### config.mk
export PLATFORM = sky130hd
export DESIGN_NAME = rcp_iter_ctrl
export DESIGN_NICKNAME = d
export VERILOG_FILES = /design/src/rtl/rcp_iter_ctrl.sv
export SDC_FILE = /design/constraint.sdc
export NUM_CORES = 2
export LEC_CHECK = 0
export ABC_AREA = 1
export BUFFER_PORTS_ARGS = -buffer_cell sky130_fd_sc_hd__buf_2
export CORE_ASPECT_RATIO = 1.25
export CORE_MARGIN = 5
export CORE_UTILIZATION = 47
export CTS_BUF_LIST = sky130_fd_sc_hd__clkbuf_8
export CTS_CLUSTER_SIZE = 10
export DETAILED_ROUTE_END_ITERATION = 6
export GPL_ROUTABILITY_DRIVEN = 0
export RECOVER_POWER = 100
export SYNTH_ARGS = -nofsm -noshare
export SYNTH_HDL_FRONTEND = slang
export SYNTH_SLANG_ARGS = --single-unit
### constraint.sdc
create_clock -name clk_i -period 11.2 [get_ports clk_i]
set_input_delay 1.68 -clock clk_i [delete_from_list [all_inputs] [get_ports clk_i]]
set_output_delay 1.68 -clock clk_i [all_outputs]
set_load 0.01 [all_outputs]
### src/rtl/rcp_iter_ctrl.sv
// Sequential unsigned reciprocal: floor(2^WIDTH / a), saturated, via one time-multiplexed
// Newton-Raphson stage. Define RCP_EARLY_EXIT_EN to leave ITER as soon as the estimate converges.
module rcp_iter_ctrl #(
  parameter int WIDTH = 16,
  parameter int ITERS = 5
) (
  input  logic             clk_i,
  input  logic             rst_ni,
  input  logic [WIDTH-1:0] a_i,
  input  logic             in_valid_i,
  output logic             in_ready_o,
  output logic [WIDTH-1:0] est_o,
  output logic             div0_o,
  output logic             out_valid_o,
  input  logic             out_ready_i,
  output logic             busy_o
);
  localparam int CW = $clog2(ITERS + 1);
  localparam int LW = (WIDTH > 1) ? $clog2(WIDTH) : 1;
  localparam logic [CW-1:0]      LAST   = CW'(ITERS - 1);
  localparam logic [WIDTH+1:0]   TWO_W1 = (WIDTH+2)'(1) << (WIDTH + 1);
  localparam logic [2*WIDTH:0]   LIM    = (2*WIDTH+1)'(1) << WIDTH;

  typedef enum logic [1:0] {S_IDLE, S_ITER, S_CORRECT, S_DONE} state_t;

  state_t           state_q, state_d;
  logic [WIDTH-1:0] a_q, est_q;
  logic [CW-1:0]    cnt_q;

  // Seed: one power of two below the true reciprocal keeps a*est under 2^(WIDTH+1).
  logic [LW-1:0]    lead;
  logic [WIDTH-1:0] seed;
  always_comb begin
    lead = '0;
    for (int i = 0; i < WIDTH; i++)
      if (a_i[i]) lead = LW'(i);
    seed = WIDTH'(1) << (LW'(WIDTH - 1) - lead);
  end

  // Newton stage: est' = est * (2^(W+1) - a*est) >> W
  logic [2*WIDTH-1:0] ae;
  logic [WIDTH+1:0]   resid;
  logic [2*WIDTH+1:0] prod;
  logic [WIDTH-1:0]   stage;
  assign ae    = {{WIDTH{1'b0}}, a_q} * {{WIDTH{1'b0}}, est_q};
  assign resid = TWO_W1 - ae[WIDTH+1:0];
  assign prod  = {{(WIDTH+2){1'b0}}, est_q} * {{WIDTH{1'b0}}, resid};
  assign stage = prod[2*WIDTH-1:WIDTH];

  // Final +1 correction: the iterate is q or q-1 here.
  logic [WIDTH:0]   est_p1;
  logic [2*WIDTH:0] corr_prod;
  logic             corr_ok;
  assign est_p1    = {1'b0, est_q} + 1'b1;
  assign corr_prod = (2*WIDTH+1)'(a_q) * (2*WIDTH+1)'(est_p1);
  assign corr_ok   = (corr_prod <= LIM);

  logic unused_bits;
  assign unused_bits = ^{ae[2*WIDTH-1:WIDTH+2], prod[2*WIDTH+1:2*WIDTH], prod[WIDTH-1:0], est_p1[WIDTH]};

  always_ff @(posedge clk_i or negedge rst_ni) begin
    if (!rst_ni) state_q <= S_IDLE;
    else         state_q <= state_d;
  end

  always_comb begin
    state_d = state_q;
    case (state_q)
      S_IDLE:
        if (in_valid_i) state_d = (a_i <= WIDTH'(1)) ? S_DONE : S_ITER;
      S_ITER: begin
`ifdef RCP_EARLY_EXIT_EN
        if (cnt_q == LAST || stage == est_q) state_d = S_CORRECT;
`else
        if (cnt_q == LAST) state_d = S_CORRECT;
`endif
      end
      S_CORRECT: state_d = S_DONE;
      S_DONE:
        if (out_ready_i) state_d = S_IDLE;
      default: state_d = S_IDLE;
    endcase
  end

  always_comb begin
    in_ready_o  = (state_q == S_IDLE);
    out_valid_o = (state_q == S_DONE);
    busy_o      = (state_q != S_IDLE);
  end

  always_ff @(posedge clk_i or negedge rst_ni) begin
    if (!rst_ni) begin
      a_q    <= '0;
      est_q  <= '0;
      cnt_q  <= '0;
      est_o  <= '0;
      div0_o <= 1'b0;
    end else begin
      case (state_q)
        S_IDLE:
          if (in_valid_i) begin
            a_q    <= a_i;
            div0_o <= (a_i == '0);
            if (a_i <= WIDTH'(1)) begin
              est_o <= '1;
            end else begin
              est_q <= seed;
              cnt_q <= '0;
            end
          end
        S_ITER: begin
          est_q <= stage;
          cnt_q <= cnt_q + 1'b1;
        end
        S_CORRECT:
          est_o <= corr_ok ? est_p1[WIDTH-1:0] : est_q;
        default: ;
      endcase
    end
  end
endmodule
After elaboration in Yosys (flattened, before gate mapping):

Index checks and enable logic that the tools add are counted.

* register bits: 54
* input bits: 20
* output and inout port bits: 20
* logic and storage cells: 64

* $add $sub $neg: 4
* $mul: 3
* $lt $le $gt $ge: 2
* equal/unequal tests: 9
* shift operators: 1
* mux-type cells: 30
* reductions and logical operators: 9

Operators with widths (count)
* $mux 16: 5
* $pmux 16 s2: 2
* $mux 4: 12
* $le 33x17->1 const B: 1
* $mul 16x17->33: 1
* $mul 16x18->32: 1
* $mul 16x16->18: 1
* $sub 18x18->18 const A: 1
* $add 16x1->17 const B: 1
* $le 16x1->1 const B: 1
* $logic_not 16->1: 1
* $shl 1x4->16 const A: 1
* $mux 2: 6
* $reduce_and 3->1: 3
* $pmux 2 s4: 1
* $mux 3: 2
* $ne 2x2->1 const B: 3
* $pmux 3 s2: 1
* $reduce_bool 2->1: 3
* $eq 2x2->1 const B: 2
* $ne 2x1->1 const B: 2
* $sub 4x4->4 const A: 1
* $add 3x1->3 const B: 1
* $eq 3x3->1 const B: 1
* 4 further kinds: 4

Longest topological paths before layout:

* depth after elaboration: 20
* depth in mapped cells: 55
* gate-level depth less buffers: 52

Worst setup path after synthesis:

OpenSTA, ideal clock, no wires.

* kind: register -> register
* start: reg est_q[2]
* end: reg est_q[12]
* library setup time: 0.119 ns
* arrival: 10.309 ns
* required time: 11.081 ns
* slack: 0.772 ns
* stages on the path, launching flop included: 53
* buffers on the path: 4
* clock period less this slack: 10.428 ns
* path through: dfrtp_1 > buf_2 > clkbuf_1 > buf_1 > nand2_1 > fa_1 > inv_1 > fa_1 > ha_1 > fa_1 > inv_1 > fa_1 > inv_1 > fa_1 > inv_1 > ha_1 > a21oi_1 > o21a_1 > [17 not listed] > inv_1 > fa_1 > inv_1 > fa_1 > inv_1 > fa_1 > inv_1 > ha_1 > a21oi_1 > inv_1 > a21oi_1 > o21ai_0 > a221oi_1 > nand3_1 > nand2_1 > nor2_1 > o22ai_1 > inv_1

* cells in the longest elaborated chain, start to end: 4

RTL lines
* start: declaration: RTL line 27 `logic [WIDTH-1:0] a_q, est_q;`
* start signal: assignment: RTL line 112 `est_q <= stage;`
* $mul 16x16->18: RTL line 45 `assign ae = {{WIDTH{1'b0}}, a_q} * {{WIDTH{1'b0}}, est_q};`
* $sub 18x18->18: RTL line 46 `assign resid = TWO_W1 - ae[WIDTH+1:0];`
* $mul 16x18->32 *: RTL line 47 `assign prod = {{(WIDTH+2){1'b0}}, est_q} * {{WIDTH{1'b0}}, resid};`
* $pmux 16 s2 *: RTL line 99 `case (state_q)`

Every way passes the cells marked *; elsewhere a longest branch is shown, timed or not.
A chain may end at the register's enable or synchronous reset.

Worst setup path after layout:

* start: reg est_q[2]
* end: reg est_q[13]

Same word-level chain as after synthesis.

==> results.md <==
- Outcome: finished, violations left
- Failing checks: max-capacitance violations, max-slew violations
- Crit Path Category: reg2reg
- Initial Util: 0.473
- WP data required: ~12000 ps
- Via count: 23500
- DRT Pass-1 Iters: 5
- DRC violations left: 0
- CP Launch Type: register
- FF+latch area: about 1400 sq um
- CTS tree: built
- Final ANT Viol Nets: 0
- Clock sink count: between 50 and 60
- Layout cells sized above 1: 0.0458
- Critical path peak fanout: 24
- Post-route minimum period: around 11000 ps
- Final setup vio count: 0
- Fillers: around 6000
- WL/cell: 19.2 microns
- Compound-cell area share of the yosys netlist: 0.0490
- Worst Setup End Kind: register
- Number of global-route vias before repair: 24800
- DRT iter0 DRCs: ~1400
- Pre-CTS setup slack: 132 ps
- Area of the multi-input gates: 21800 sq um
- Sequential area share after synthesis: 0.0491
- Max Clock Freq: a little over 0.09 GHz
- Share of the synthesized area in the top cell type: 0.392
- Cell variety after synth: 52
- Ys flop type: dfrtp_1
- Maximum Capacitance Violations: 1
- GRT Overall Usage: 0.277
- CP bufs+invs: 10
- Largest net degree at the start of global routing: 55
- Syn Inst Count: ~3800
- CP Data Arrival Time: approximately 11000 ps
- Max stage delay on crit path: approximately 540 ps
- Drt total wl: roughly 87000 microns
- Die ar.: between 60000 and 70000 sq um
- I/O Buffers: 39
- Reg clk slew, reported paths: around 130 ps
- Core ar.: approximately 58000 sq um
- Most common cell on crit path: fa_1
- IO Pins: 40
- Final Hold Slack: a little over 500 ps
- Largest family of logic cells by synthesized area: adder cells
- #FFs+latches synth: between 50 and 60
- YS warnings: 0
- Clock Tree Root: clkbuf_8
- RSZ-0062 raised after global routing: true
- Worst setup margin: just over 400 ps
- Vias per cell: 5.24
- Finished layout cell area: between 20000 and 30000 sq um
- Average size of a mapped cell: 7.31 sq um
- DIE HEIGHT: roughly 280 microns
- Initial antenna violation count: 2
- Slew headroom: -1.36
- CP max-delay cell: fa_1
- Post-Synth Simple-Gate Area: 0.218
- Die Width: 226 microns
- Clock skew: roughly 17 ps
- EDFF count, synth: 0
- Largest area contributor in the netlist: fa_1
- Area Growth Syn to Fin: 4.17%
- Synth top cells by count: inv_1, nand2_1, fa_1, nor2_1, ha_1
- Nets: about 4600
- Tcrit/Tclk final: 0.963
- Count leader, synth: inv_1
- Global-route wire length before repair: between 100000 and 150000 microns
- Max Root-Sink Buffers: 2
- Dpl cell area: about 29000 sq um
- Largest cells by area after synthesis: fa_1, inv_1, ha_1
- Dpl hpwl: between 70000 and 80000 microns
- Worst Tran Pin Value: between 3000 and 4000 ps
- TritonCTS Buffers: 5
- GRT overflow: 0
- Final hold vios: 0
- Area share of fa/ha/maj cells after synthesis: 0.513
- Site Rows: 99
- Post-Synth XOR/XNOR Area: 0.0106
- Post-synthesis mux area share: 0
- Final slew viol count: 55
- Placed cells: about 4500
- # H-tree levels: 2
- Min-delay worst type: reg2reg
- Crit path max-delay family: adder cells
- Skew-Pair Late Insertion Delay: around 360 ps
- Non-filler instance count after layout: 4496
- Synth Net Count: between 4000 and 5000
- Ys async rst share: 1.00
- Mapped Area: between 20000 and 30000 sq um
==> cell usage in the layout, fill, tap and decap left out, types with 3 or more instances in the layout <==
cell type	synthesis	routed
dfrtp_1	54	45
nor2_1	391	391
xnor2_1	11	11
o21ai_0	80	77
nor3_1	16	17
a31oi_1	8	8
xor2_1	18	18
nand4_1	33	33
nand2_2	10	7
nor2_2	15	15
dfrtp_2	0	9
o21ai_1	6	8
ha_1	266	266
a21oi_1	104	101
nand2_1	864	866
nand3_2	3	3
clkinvlp_4	0	3
clkinv_1	9	10
fa_1	539	539
inv_2	13	13
nand3_1	106	106
buf_2	21	17
o21bai_1	6	6
o211ai_1	5	5
clkbuf_8	0	5
buf_4	1	51
buf_6	3	6
nand3b_1	7	7
nor3_2	4	3
nor4_1	5	5
clkbuf_1	85	24
inv_1	1001	997
a21oi_2	11	14
a21o_1	7	7
or2_2	11	11
==> per-layer routing <==
layer  up-vias  GRT usage  wire length [microns]
li1      10900          -                      -
met1     11500      0.325                  31700
met2       856      0.494                  43600
met3       292     0.0280                   5100
met4         0      0.154                   6120
met5         -          0                      0
==> path summary, 6_finish.rpt <==
| kind | end | start | slack [ps] | depth (start not counted) |
|---|---|---|---|---|
| setup / recovery | est_q[13] | est_q[2] | 410 | 40 |
| hold / removal | div0_o | div0_o | 510 | 2 |
| setup reg to reg | est_q[13] | est_q[2] | 410 | 40 |
| hold reg to reg | div0_o | div0_o | 510 | 2 |
| max in group asynchronous | est_q[4] | rst_ni | 6310 | 2 |
| min in group asynchronous | cnt_q[1] | rst_ni | 2600 | 2 |
==> cell families (layout without fill, tap and decap cells) <==
kind of cell,after synthesis,count (layout)
compound gates,242,242
xor+xnor,31,31
fa+ha+maj,805,805
buf+inv,1162,1131
flops,54,54
other cells,0,2
simple gates,1474,1474
==> registers in the layout (all words and copies together), names as in the netlist <==
name / count
cnt_q: 3
est_q: 16
div0_o: 1
state_q: 2
est_o: 16
a_q: 16
==> layout make-up <==
| type | count | area share |
|---|---|---|
| antenna | 2 | 0.000174 |
| clock buffer | 5 | 0.00240 |
| clock inverter | 3 | 0.00100 |
| inverter | 1023 | 0.134 |
| multi-input combinational | 2552 | 0.759 |
| sequential | 54 | 0.0475 |
| tap | 757 | 0.0330 |
| timing repair buffer | 100 | 0.0225 |
==> metrics by stage <==
step / utilization / TNS, ps
after floorplan: - / 0
final: 0.493 / 0
after CTS: 0.492 / 0
after global placement: 0.490 / 0
after global routing: 0.493 / -86.7
after detailed placement: 0.490 / 0
==> what timing repair did <==
action                                  in CTS  in global routing
hold buffers                                 0                  0
endpoints found under the setup margin       0                 11
setup buffers                                0                  2
gates resized for setup                      0                 27
==> worst min-delay path, cell delays in order (launching register included) <==
cell and delay (ps):
dfrtp_1 370, nand2_1 60, o31ai_1 60
Power is left out: the tool's default activity adds up to more than one toggle a clock period on the data nets, which glitch-free logic cannot reach.
